`src/rtl/p4_controller.sv`:
```
// Instruction-sequencing controller for a simple 16-bit datapath (IR, decode FSM, Moore control outputs).
// Optional illegal-instruction trap state is enabled by defining P4_CTRL_ILLEGAL_TRAP_EN.
//
// state       | meaning
// ST_WAIT     | idle, w=1, IR may be loaded, s starts execution
// ST_DECODE   | classify the held instruction, no enables
// ST_WRITE_IMM| write sximm8 into Rn
// ST_GET_A    | read Rn into A
// ST_GET_B    | read Rm into B
// ST_OPERATE  | ALU step: load C (or status for CMP)
// ST_WRITE_REG| write C into Rd
// ST_ERR      | illegal instruction trapped, held until reset (trap build only)
module p4_controller (
  input  logic        clk,
  input  logic        reset,
  input  logic        s,
  input  logic        load,
  input  logic [15:0] in,
  output logic        w,
  output logic        err,
  output logic [2:0]  readnum,
  output logic [2:0]  writenum,
  output logic        write,
  output logic        loada,
  output logic        loadb,
  output logic        loadc,
  output logic        loads,
  output logic        asel,
  output logic        bsel,
  output logic [1:0]  vsel,
  output logic [1:0]  shift,
  output logic [1:0]  ALUop,
  output logic [15:0] sximm8,
  output logic [15:0] sximm5
);

  typedef enum logic [2:0] {
    ST_WAIT,
    ST_DECODE,
    ST_WRITE_IMM,
    ST_GET_A,
    ST_GET_B,
    ST_OPERATE,
    ST_WRITE_REG
`ifdef P4_CTRL_ILLEGAL_TRAP_EN
    , ST_ERR
`endif
  } state_t;

  state_t      r_state;
  state_t      w_next;
  logic [15:0] r_ir;

  logic [2:0] w_opcode;
  logic [1:0] w_op;
  logic [2:0] w_rn;
  logic [2:0] w_rd;
  logic [2:0] w_rm;
  logic       w_is_movimm;
  logic       w_is_movreg;
  logic       w_is_alu;
  logic       w_is_mvn;
  logic       w_is_cmp;

  assign w_opcode = r_ir[15:13];
  assign w_op     = r_ir[12:11];
  assign w_rn     = r_ir[10:8];
  assign w_rd     = r_ir[7:5];
  assign w_rm     = r_ir[2:0];

  assign shift  = r_ir[4:3];
  assign ALUop  = w_op;
  assign sximm8 = {{8{r_ir[7]}}, r_ir[7:0]};
  assign sximm5 = {{11{r_ir[4]}}, r_ir[4:0]};

  assign w_is_movimm = (w_opcode == 3'b110) && (w_op == 2'b10);
  assign w_is_movreg = (w_opcode == 3'b110) && (w_op == 2'b00);
  assign w_is_alu    = (w_opcode == 3'b101);
  assign w_is_mvn    = w_is_alu && (w_op == 2'b11);
  assign w_is_cmp    = w_is_alu && (w_op == 2'b01);

  always_ff @(posedge clk) begin
    if (reset) begin
      r_state <= ST_WAIT;
      r_ir    <= 16'h0000;
    end else begin
      r_state <= w_next;
      // IR is only writable while idle so an in-flight instruction cannot be corrupted
      if ((r_state == ST_WAIT) && load) r_ir <= in;
    end
  end

  always_comb begin
    w_next   = r_state;
    w        = 1'b0;
    err      = 1'b0;
    readnum  = 3'd0;
    writenum = 3'd0;
    write    = 1'b0;
    loada    = 1'b0;
    loadb    = 1'b0;
    loadc    = 1'b0;
    loads    = 1'b0;
    asel     = 1'b0;
    bsel     = 1'b0;
    vsel     = 2'b00;
    case (r_state)
      ST_WAIT: begin
        w = 1'b1;
        if (s) w_next = ST_DECODE;
      end
      ST_DECODE: begin
        if (w_is_movimm)                 w_next = ST_WRITE_IMM;
        else if (w_is_movreg || w_is_mvn) w_next = ST_GET_B;
        else if (w_is_alu)               w_next = ST_GET_A;
        else begin
`ifdef P4_CTRL_ILLEGAL_TRAP_EN
          w_next = ST_ERR;
`else
          w_next = ST_WAIT;
`endif
        end
      end
      ST_WRITE_IMM: begin
        writenum = w_rn;
        vsel     = 2'b10;
        write    = 1'b1;
        w_next   = ST_WAIT;
      end
      ST_GET_A: begin
        readnum = w_rn;
        loada   = 1'b1;
        w_next  = ST_GET_B;
      end
      ST_GET_B: begin
        readnum = w_rm;
        loadb   = 1'b1;
        w_next  = ST_OPERATE;
      end
      ST_OPERATE: begin
        asel = w_is_movreg || w_is_mvn;
        if (w_is_cmp) begin
          loads  = 1'b1;
          w_next = ST_WAIT;
        end else begin
          loadc  = 1'b1;
          w_next = ST_WRITE_REG;
        end
      end
      ST_WRITE_REG: begin
        writenum = w_rd;
        vsel     = 2'b00;
        write    = 1'b1;
        w_next   = ST_WAIT;
      end
`ifdef P4_CTRL_ILLEGAL_TRAP_EN
      ST_ERR: begin
        err    = 1'b1;
        w_next = ST_ERR;
      end
`endif
      default: w_next = ST_WAIT;
    endcase
  end

endmodule
```
`config.mk`:
```
export PLATFORM = sky130hd
export DESIGN_NAME = p4_controller
export DESIGN_NICKNAME = d
export VERILOG_FILES = /design/src/rtl/p4_controller.sv
export SDC_FILE = /design/constraint.sdc
export NUM_CORES = 1
export LEC_CHECK = 0
export BUFFER_PORTS_ARGS = -buffer_cell sky130_fd_sc_hd__buf_4
export CORE_MARGIN = 5
export CORE_UTILIZATION = 47
export DETAILED_ROUTE_END_ITERATION = 16
export PLACE_DENSITY = 0.84
export SLEW_MARGIN = 5
export SYNTH_ARGS = -nofsm -noshare
export SYNTH_HDL_FRONTEND = slang
export SYNTH_SLANG_ARGS = --single-unit
export TNS_END_PERCENT = 100
```
`constraint.sdc`:
```
create_clock -name clk -period 2.85 [get_ports clk]
set_input_delay 0.57 -clock clk [delete_from_list [all_inputs] [get_ports clk]]
set_output_delay 0.57 -clock clk [all_outputs]
set_load 0.005 [all_outputs]
```
Yosys cells after proc, flatten, opt, wreduce, memory -nomap -nowiden
Index checks and enable logic that the tools add are counted.

word-level totals
  bits of input ports = 20
  output and inout port bits = 53
  word-level logic and storage cells = 41
  flip-flop bits (word level) = 19

cells by class
  reductions and logical operators = 9
  muxes and demuxes = 18
  eq/ne operators = 12

operator list
  kind                                                              number
  3-bit == test (second input constant)                             5
  3-bit case mux with 5 select lines                                1
  3-bit two-way mux                                                 4
  3-bit case mux with 2 select lines                                2
  1-bit two-way mux                                                 9
  3-bit by 2-bit == test with 1-bit output (second input constant)  2
  1-bit logical AND                                                 5
  2-bit == test (second input constant)                             2
  2-bit two-way mux                                                 2
  3-bit by 1-bit == test with 1-bit output (second input constant)  1
  3-bit zero test                                                   1
  2-bit by 1-bit == test with 1-bit output (second input constant)  1
  2-bit zero test                                                   1
  2-bit != test (second input constant)                             1
  2-bit OR reduction                                                1
  1-bit logical OR                                                  1

Depth between registers and ports, before layout
Gate-level depths: netlist of run 1.

  word-level depth = 6
  depth in mapped cells = 7
  depth with buffers taken out = 4

Worst setup path before layout of run 1
No wires, ideal clock.

  kind = flip-flop to output port
  start point = register r_state[0]
  end point = output readnum[0]
  path buffers = 0
  arrival time = 1.076 ns
  path slack = 1.204 ns
  cell stages (with the launch flop) = 4
  data required time = 2.280 ns
  cell sequence = dfxtp_1 -> or2_2 -> nor2_1 -> a22o_1

on the way
  word-level cells in the longest chain between the ends = 2
  elaborated cells on any way between the ends = 3
  those cells by class = eq/ne (2); mux (1)

RTL lines
  item                                                                              RTL line  RTL
  start, declared                                                                   50        state_t r_state;
  start signal, assigned                                                            87        r_state <= w_next;
  3-bit == test / 3-bit by 2-bit == test with 1-bit output (equally long branches)  107       case (r_state)
  3-bit case mux with 2 select lines (*)                                            107
  end, declared                                                                     21        output logic [2:0] readnum,

Mark *: on every way between the ends. The rest lies on a longest branch, timed or not.

Worst setup path in the final report of run 1
  start point = register r_state[2]
  end point = output readnum[2]

Same word-level chain as after synthesis.

==> results of run 1 <==
critical path, delay by kind of cell, from the launching register on:
family                 cells  cell delay, ps
AND/OR/NAND/NOR            1             260
buffers and inverters      2             210
flip-flops                 1             600
AO/OA/AOI/OAI              1             190
power by group through the flow:
stage / Combinational, mW / Sequential [mW] / Clock [mW]
2_1_floorplan: 0.110 / 0.304 / 0
5_1_grt: 0.146 / 0.307 / 0.154
4_1_cts: 0.136 / 0.304 / 0.140
3_3_place_gp: 0.132 / 0.308 / 0
3_5_place_dp: 0.135 / 0.310 / 0
6_report: 0.133 / 0.304 / 0.136
cell usage after synthesis, types with 2 or more instances:
cell type	number	area, um2
nand2_1	33	124
a22o_1	3	26.3
a21oi_1	7	35.0
or2_2	2	12.5
a21oi_2	10	87.6
dfxtp_1	19	380
nand2b_1	3	18.8
nor2_1	11	41.3
buf_6	2	22.5
inv_1	4	15.0
buf_4	39	293
mux2i_1	3	30.0
nand2_2	2	12.5
layout by cell type (no fill, tap or decap), types with 3 or more instances in the layout:
cell type,n
a21oi_1,7
a22o_1,3
nor2_1,11
conb_1,3
nand2b_1,3
a21oi_2,10
dfxtp_1,19
mux2i_1,3
clkbuf_4,3
nand2_1,33
buf_4,69
inv_1,4
routing by layer:
layer | part of all wire (%) | GRT usage, % | vias up
met3 | 5.6 | 3.72 | 4
met2 | 59 | 30.2 | 30
met1 | 34 | 17.0 | 474
li1 | - | - | 529
met5 | 0 | 0 | -
met4 | 1.3 | 6.67 | 0
logic make-up after synthesis:
family,count (synthesis),share of synthesized area [%]
AOI/OAI and AO/OA,25,14.7
buffers and inverters,49,28.9
DFF,19,30.3
muxes,3,2.39
other,1,0.299
and+or+nand+nor,61,23.4
cell type report:
| type | count | area [um2] |
|---|---|---|
| Sequential cell | 19 | 380 |
| Multi-Input combinational cell | 92 | 520 |
| Fill cell | 231 | 1020 |
| Clock buffer | 4 | 26.3 |
| Tap cell | 30 | 37.5 |
| Timing Repair Buffer | 69 | 518 |
| Inverter | 4 | 15.0 |
flip-flops by register name, summed over array words and instances (netlist names):
register and count:
r_state 3, r_ir 16
path summary, 6_finish.rpt:
kind                                 from                   end  slack, ps  cells after the start
hold reg to reg      r_ir[6]$_SDFFE_PP0P_  r_ir[6]$_SDFFE_PP0P_        490                      2
setup / recovery  r_state[2]$_SDFFE_PP0P_            readnum[2]        710                      4
hold / removal       r_ir[6]$_SDFFE_PP0P_  r_ir[6]$_SDFFE_PP0P_        490                      2
setup reg to reg  r_state[2]$_SDFFE_PP0P_  r_ir[4]$_SDFFE_PP0P_       1260                      4
==> results.cfg, run 1 <==
[die]
fp.dieArea_mm2 = 0.00381
io_pins = 73
dieWidth_um = 61.7
initial_core_util_pct = 49.8
die_y_um = 61.7
num_rows = 18
core_mm2 = 0.00252

[pwr]
pwr_density_cell_mw_per_mm2 = 382
combPwrFrac_pct = 23.2
ir_drop_mv = 0.317
p_switching_mw = 0.161
seqPwrFrac_pct = 53.1
p_leak_nw = 0.706
p_total_mw = 0.572
p_int_mw = 0.412
power.share.clock_pct = 23.7
switching_share_pct = 28.1

[cts]
clkLatencyLatePin_ps = 300
cts_tree = done
htree_levels = 1
clock_path_buffers = 2
postCtsHoldBufs = 0
post-cts-setup-buffers = 0
cts_resized = 0
numCtsBuffers = 3
clock-sinks = 19
clock-root-buffer = clkbuf_4
clk_pin_slew_worst_paths_ps = 110

[cells_and_area]
drive_gt1_share_pct = 46.8
utilization_pct = 59.4
diodes = 0
instances_no_fill = 218
area_growth_pct = 19.2
fin_area_mm2 = 0.00150
fin_nets = 209

[global_routing]
track_usage_pct = 16.1
grt_pass1_vias = 967
grt_max_degree = 20
grt_overflow_total = 0
grt_pass1_wl_mm = 4.47
antenna_found_initial = 0

[synth]
syn_inst = 158
synth_cell_types = 33
yosysWarnings = 0
synth_edf_count = 0
synth_area_mm2 = 0.00126
ys_ff_latch = 19
synth_seq_area_share_pct = 30.3
async_flop_share_pct = 0
syn_area_per_cell_um2 = 7.95
ys.flop_type = dfxtp_1

[routing]
via_per_inst = 4.76
ant_nets = 0
routed_wl_mm = 2.97
route.detailed.drc = 0
drtIter0Drc = 17
wl_per_cell_um = 13.6
first_pass_iters = 4
vias = 1037

[sta]
rsz0062_at_grt = false
finalClockSkew_ps = 6.14
fin_crit_ps = 2140
whs_ps = 486
timing.final.ws_setup_ps = 713
tns_ps = 0
finalMaxSlewViolations = 0
max_slew_margin_pct = 60.3
finalCritPeriodShare_pct = 75.0
worstMarginPinSlew_ps = 595
hold_viol = 0
fmax_ghz = 0.468
setup_viol = 0

[status]
run_status = finished clean

[run]
drv_cap = 0

[placed_design]
place_ws_ps = 1030
place_congestion = 0.736
post-dp-hpwl_mm = 2.43
dp_cells = 214
post_dp_cell_area_mm2 = 0.00147
io_buffers = 69

[worst_setup_path]
path_class = register to output port
cp_slowest_cell = dfxtp_1
crit_path_end_kind = output port
max_stage_delay_ps = 600
worstPathMaxFanout = 9
worstPathRequired_ps = 2280
worst-endpoint-arrival_ps = 1570
path_cells = inv_1 > nor2_1 > a22o_1 > buf_4
start_kind = register

[min_path]
hold_path_class = register to register
(Power assumes the default switching activity.)
==> run 2, diff against run 1 <==
Settings changed: CORE_UTILIZATION 47 to 39, PLACE_DENSITY 0.84 to 0.74.
Clock period 2.85 ns to 1.8 ns, I/O delays scaled along.
==> results.cfg, run 2 (synthesized netlist as in run 1, its figures left out) <==
[die]
dieWidth_um = 66.8
io_pins = 73
initial_core_util_pct = 40.8
fp.dieArea_mm2 = 0.00446
core_mm2 = 0.00308
die_y_um = 66.8
num_rows = 20

[worst_setup_path]
critPathBufInv = 1
crit_start = r_ir[13]$_SDFFE_PP0P_
max_stage_delay_ps = 370
crit_path_end_kind = output port
worstPathMaxFanout = 2
cp_slowest_cell = or3b_1
worst-endpoint-arrival_ps = 1430
path_cells = or3b_1 > o22a_1 > nor2_1 > buf_4
path_class = register to output port
start_kind = register
crit_family = simple AND/OR/NAND/NOR gates
worstPathRequired_ps = 1440
r2r_start = r_ir[13]$_SDFFE_PP0P_

[cells_and_area]
fin_nets = 226
top_regs = r_ir: 16 flops, r_state: 3 flops
area_growth_pct = 32.7
multi_input_comb_area_um2 = 536
drive_gt1_share_pct = 54.6
final_cell_mix = buf_4, nand2_1, dfxtp_1
layout_commonest_cell = buf_4
regMostFlops = r_ir
largest_reg_flops = 16
diodes = 0
fill_cells = 308
register_area_um2 = 389

[pwr]
pwr_density_cell_mw_per_mm2 = 562
ir_drop_mv = 0.430
p_total_mw = 0.936
p_leak_nw = 0.797

[cts]
clock-sinks = 19
cts_tree = done
postCtsHoldBufs = 0
clock_path_buffers = 2
htree_levels = 1
numCtsBuffers = 3
clkLatencyLatePin_ps = 300
clock-root-buffer = clkbuf_4
clk_pin_slew_worst_paths_ps = 100

[global_routing]
grt_use_met1_pct = 17.1
antenna_found_initial = 0
grtUsageMet3_pct = 4.05
track_usage_pct = 14.8
grt_pass1_wl_mm = 5.02
grt_overflow_total = 0
met2_usage_pct = 26.7
grt_pass1_vias = 1086
grt_max_degree = 20
busiest_layer = met2

[sta]
setup_viol = 0
hold_viol = 0
finalMaxSlewViolations = 0
fmax_ghz = 0.558
rsz0062_at_grt = true
fin_crit_ps = 1790
tns_ps = 0
finalClockSkew_ps = 1.48
finalCritPeriodShare_pct = 99.6

[placed_design]
io_buffers = 69
post-dp-hpwl_mm = 2.37
place_congestion = 0.832

[min_path]
min-delay-start = in[3]
hold_path_class = input port to register

[routing]
wl_per_cell_um = 12.8
vias = 1110
routed_wl_mm = 3.18
drtIter0Drc = 43
ant_nets = 0
via_per_inst = 4.46
first_pass_iters = 4
route.detailed.drc = 0

[run]
drv_cap = 0

[status]
run_status = finished clean
## run 2: area by class of cell
cell class	instances	share of cell area [%]
Clock buffer	4	1.58
Inverter	4	0.901
Multi-Input combinational cell	92	32.1
Sequential cell	19	23.3
Tap cell	44	3.30
Timing Repair Buffer	86	38.7
## run 2: per-layer routing
| layer | part of all wire [%] | up-vias |
|---|---|---|
| met2 | 55 | 35 |
| met3 | 6.2 | 2 |
| met1 | 38 | 508 |
| li1 | - | 565 |
| met4 | 0.53 | 0 |
| met5 | 0 | - |
## run 2: final timing paths
kind | endpoint | slack (ps) | cells past startpoint
min | r_ir[3]$_SDFFE_PP0P_ | 300 | 3
min reg2reg | r_ir[10]$_SDFFE_PP0P_ | 490 | 2
max | asel | 7 | 4
max reg2reg | r_state[1]$_SDFFE_PP0P_ | 390 | 5
## run 2: where the power goes
part | internal [mW] | switching (mW)
Clock | 0.0864 | 0.129
Combinational | 0.144 | 0.105
Sequential | 0.445 | 0.0267
Total | 0.675 | 0.261
## run 2: repair_timing
action | 4_1_cts | 5_1_grt
resized for setup | 8 | 3
setup endpoints to repair | 6 | 5
buffers inserted | 6 | 4
pin swaps | 3 | 4
## run 2: tightest hold or removal path: stages
cell and delay (ps):
buf_4 110, nand2_2 50, a21oi_2 40
## run 2: through the flow
| stage | cells | hold slack (ps) | util, % | area, um2 | worst slack (ps) |
|---|---|---|---|---|---|
| finish | 249 | 295 | 54.1 | 1670 | 7.36 |
| detailed placement | 235 | 477 | 50.1 | 1540 | 200 |
| CTS | 245 | 279 | 52.9 | 1630 | -18.1 |
| floorplan | 160 | 448 | - | 1260 | 364 |
| global placement | 235 | 470 | 50.1 | 1540 | 224 |
| global route | 249 | 293 | 54.1 | 1670 | -38.7 |
==> run 3, diff against run 2 <==
Settings changed: PLACE_DENSITY 0.74 to 0.78, REMOVE_ABC_BUFFERS from default to 1, SKIP_LAST_GASP from default to 1.
==> results.cfg, run 3 (synthesized netlist as in run 1, its figures left out) <==
[status]
run_status = finished clean

[worst_setup_path]
path_class = register to output port
worst-endpoint-arrival_ps = 1430
crit_family = simple AND/OR/NAND/NOR gates
max_stage_delay_ps = 360
crit_path_end_kind = output port
path_cells = or3b_1 > o22a_1 > nor2_2 > buf_4
critPathBufInv = 1
worstPathRequired_ps = 1440
worstRegToRegCells = 6
start_kind = register
worst-path-stages = 4
cp_slowest_cell = or3b_1
worstPathMaxFanout = 2

[sta]
finalClockSkew_ps = 15.3
worstMarginPinSlew_ps = 523
tns_ps = 0
max_slew_margin_pct = 65.1
fmax_ghz = 0.558
timing.final.ws_setup_ps = 7.82
hold_viol = 0
whs_ps = 280
finalMaxSlewViolations = 0
rsz0062_at_grt = true
setup_viol = 0
fin_crit_ps = 1790
finalCritPeriodShare_pct = 99.6

[cells_and_area]
layout_commonest_cell = buf_4
largest_reg_flops = 16
drive_gt1_share_pct = 56.5
utilization_pct = 53.8
fin_nets = 221
regMostFlops = r_ir
final_cell_mix = buf_4, nand2_1, dfxtp_1
area_growth_pct = 31.9
diodes = 0
top_regs = r_ir: 16 flops, r_state: 3 flops
instances_no_fill = 244

[min_path]
holdPathStages = 3
hold_path_class = input port to register

[global_routing]
grt_pass1_wl_mm = 4.60
antenna_found_initial = 0
grt_overflow_total = 0
grt_max_degree = 20
track_usage_pct = 13.2
grt_pass1_vias = 1071

[routing]
via_per_inst = 4.48
vias = 1092
first_pass_iters = 4
drtIter0Drc = 13
ant_nets = 0
wl_per_cell_um = 12.0
route.detailed.drc = 0
routed_wl_mm = 2.94

[die]
initial_core_util_pct = 40.8
dieWidth_um = 66.8
core_mm2 = 0.00308
num_rows = 20
fp.dieArea_mm2 = 0.00446
die_y_um = 66.8
io_pins = 73

[placed_design]
place_ws_ps = 206
post-dp-hpwl_mm = 2.18
dp_cells = 229
io_buffers = 69
place_congestion = 0.806

[cts]
cts_tree = done
htree_levels = 1
numCtsBuffers = 3
postCtsHoldBufs = 0
clock-root-buffer = clkbuf_4
clock-sinks = 19
clock_path_buffers = 2
clkLatencyLatePin_ps = 310
clk_pin_slew_worst_paths_ps = 120

[pwr]
ir_drop_mv = 0.346
pwr_density_cell_mw_per_mm2 = 564
p_leak_nw = 0.769

[run]
drv_cap = 0
==> run 3: layout make-up <==
type                            instances  area, um2
Timing Repair Buffer                   81        616
Tap cell                               44       55.1
Fill cell                             290       1420
Clock inverter                          1       7.51
Inverter                                4       15.0
Multi-Input combinational cell         92        546
Clock buffer                            3       22.5
Sequential cell                        19        395
==> run 3: worst paths after layout <==
| path | slack [ps] | from | to |
|---|---|---|---|
| worst min-delay path | 280 | in[3] | r_ir[3]$_SDFFE_PP0P_ |
| worst max-delay path | 8 | r_ir[11]$_SDFFE_PP0P_ | asel |
| worst max register to register | 380 | r_ir[13]$_SDFFE_PP0P_ | r_state[2]$_SDFFE_PP0P_ |
| worst min register to register | 480 | r_ir[9]$_SDFFE_PP0P_ | r_ir[9]$_SDFFE_PP0P_ |
==> run 3: routing by layer <==
metal	GRT usage [%]	vias to the layer above	wire length [um]
met5	0	-	0
met2	22.0	35	1430
met4	5.33	0	31
met3	3.37	4	237
met1	16.1	497	1240
li1	-	556	-
==> run 3: worst reg2reg max path, stage by stage, from the launching register on <==
cell       delay [ps]
dfxtp_2           340
buf_4             140
nand3b_1          130
nor2_2             70
buf_4             130
a2111oi_0         420
a21o_1            140
==> run 3: power breakdown <==
group | internal [mW] | switching (mW)
Combinational | 0.136 | 0.100
Clock | 0.0847 | 0.140
Sequential | 0.444 | 0.0291
Total | 0.665 | 0.270
==> run 3: stage by stage <==
| step | power, mW | instance area (um2) |
|---|---|---|
| detailed placement | 0.703 | 1500 |
| global route | 0.990 | 1660 |
| global placement | 0.701 | 1500 |
| floorplan | 0.562 | 916 |
| finish | 0.934 | 1660 |
| CTS | 0.943 | 1570 |
==> run 3: what timing repair did <==
action / CTS / global route
gates resized for setup: 8 / 12
endpoints found under the setup margin: 6 / 5
hold endpoints to repair: 0 / 0
pin swaps: 2 / 5
setup buffers: 4 / 7
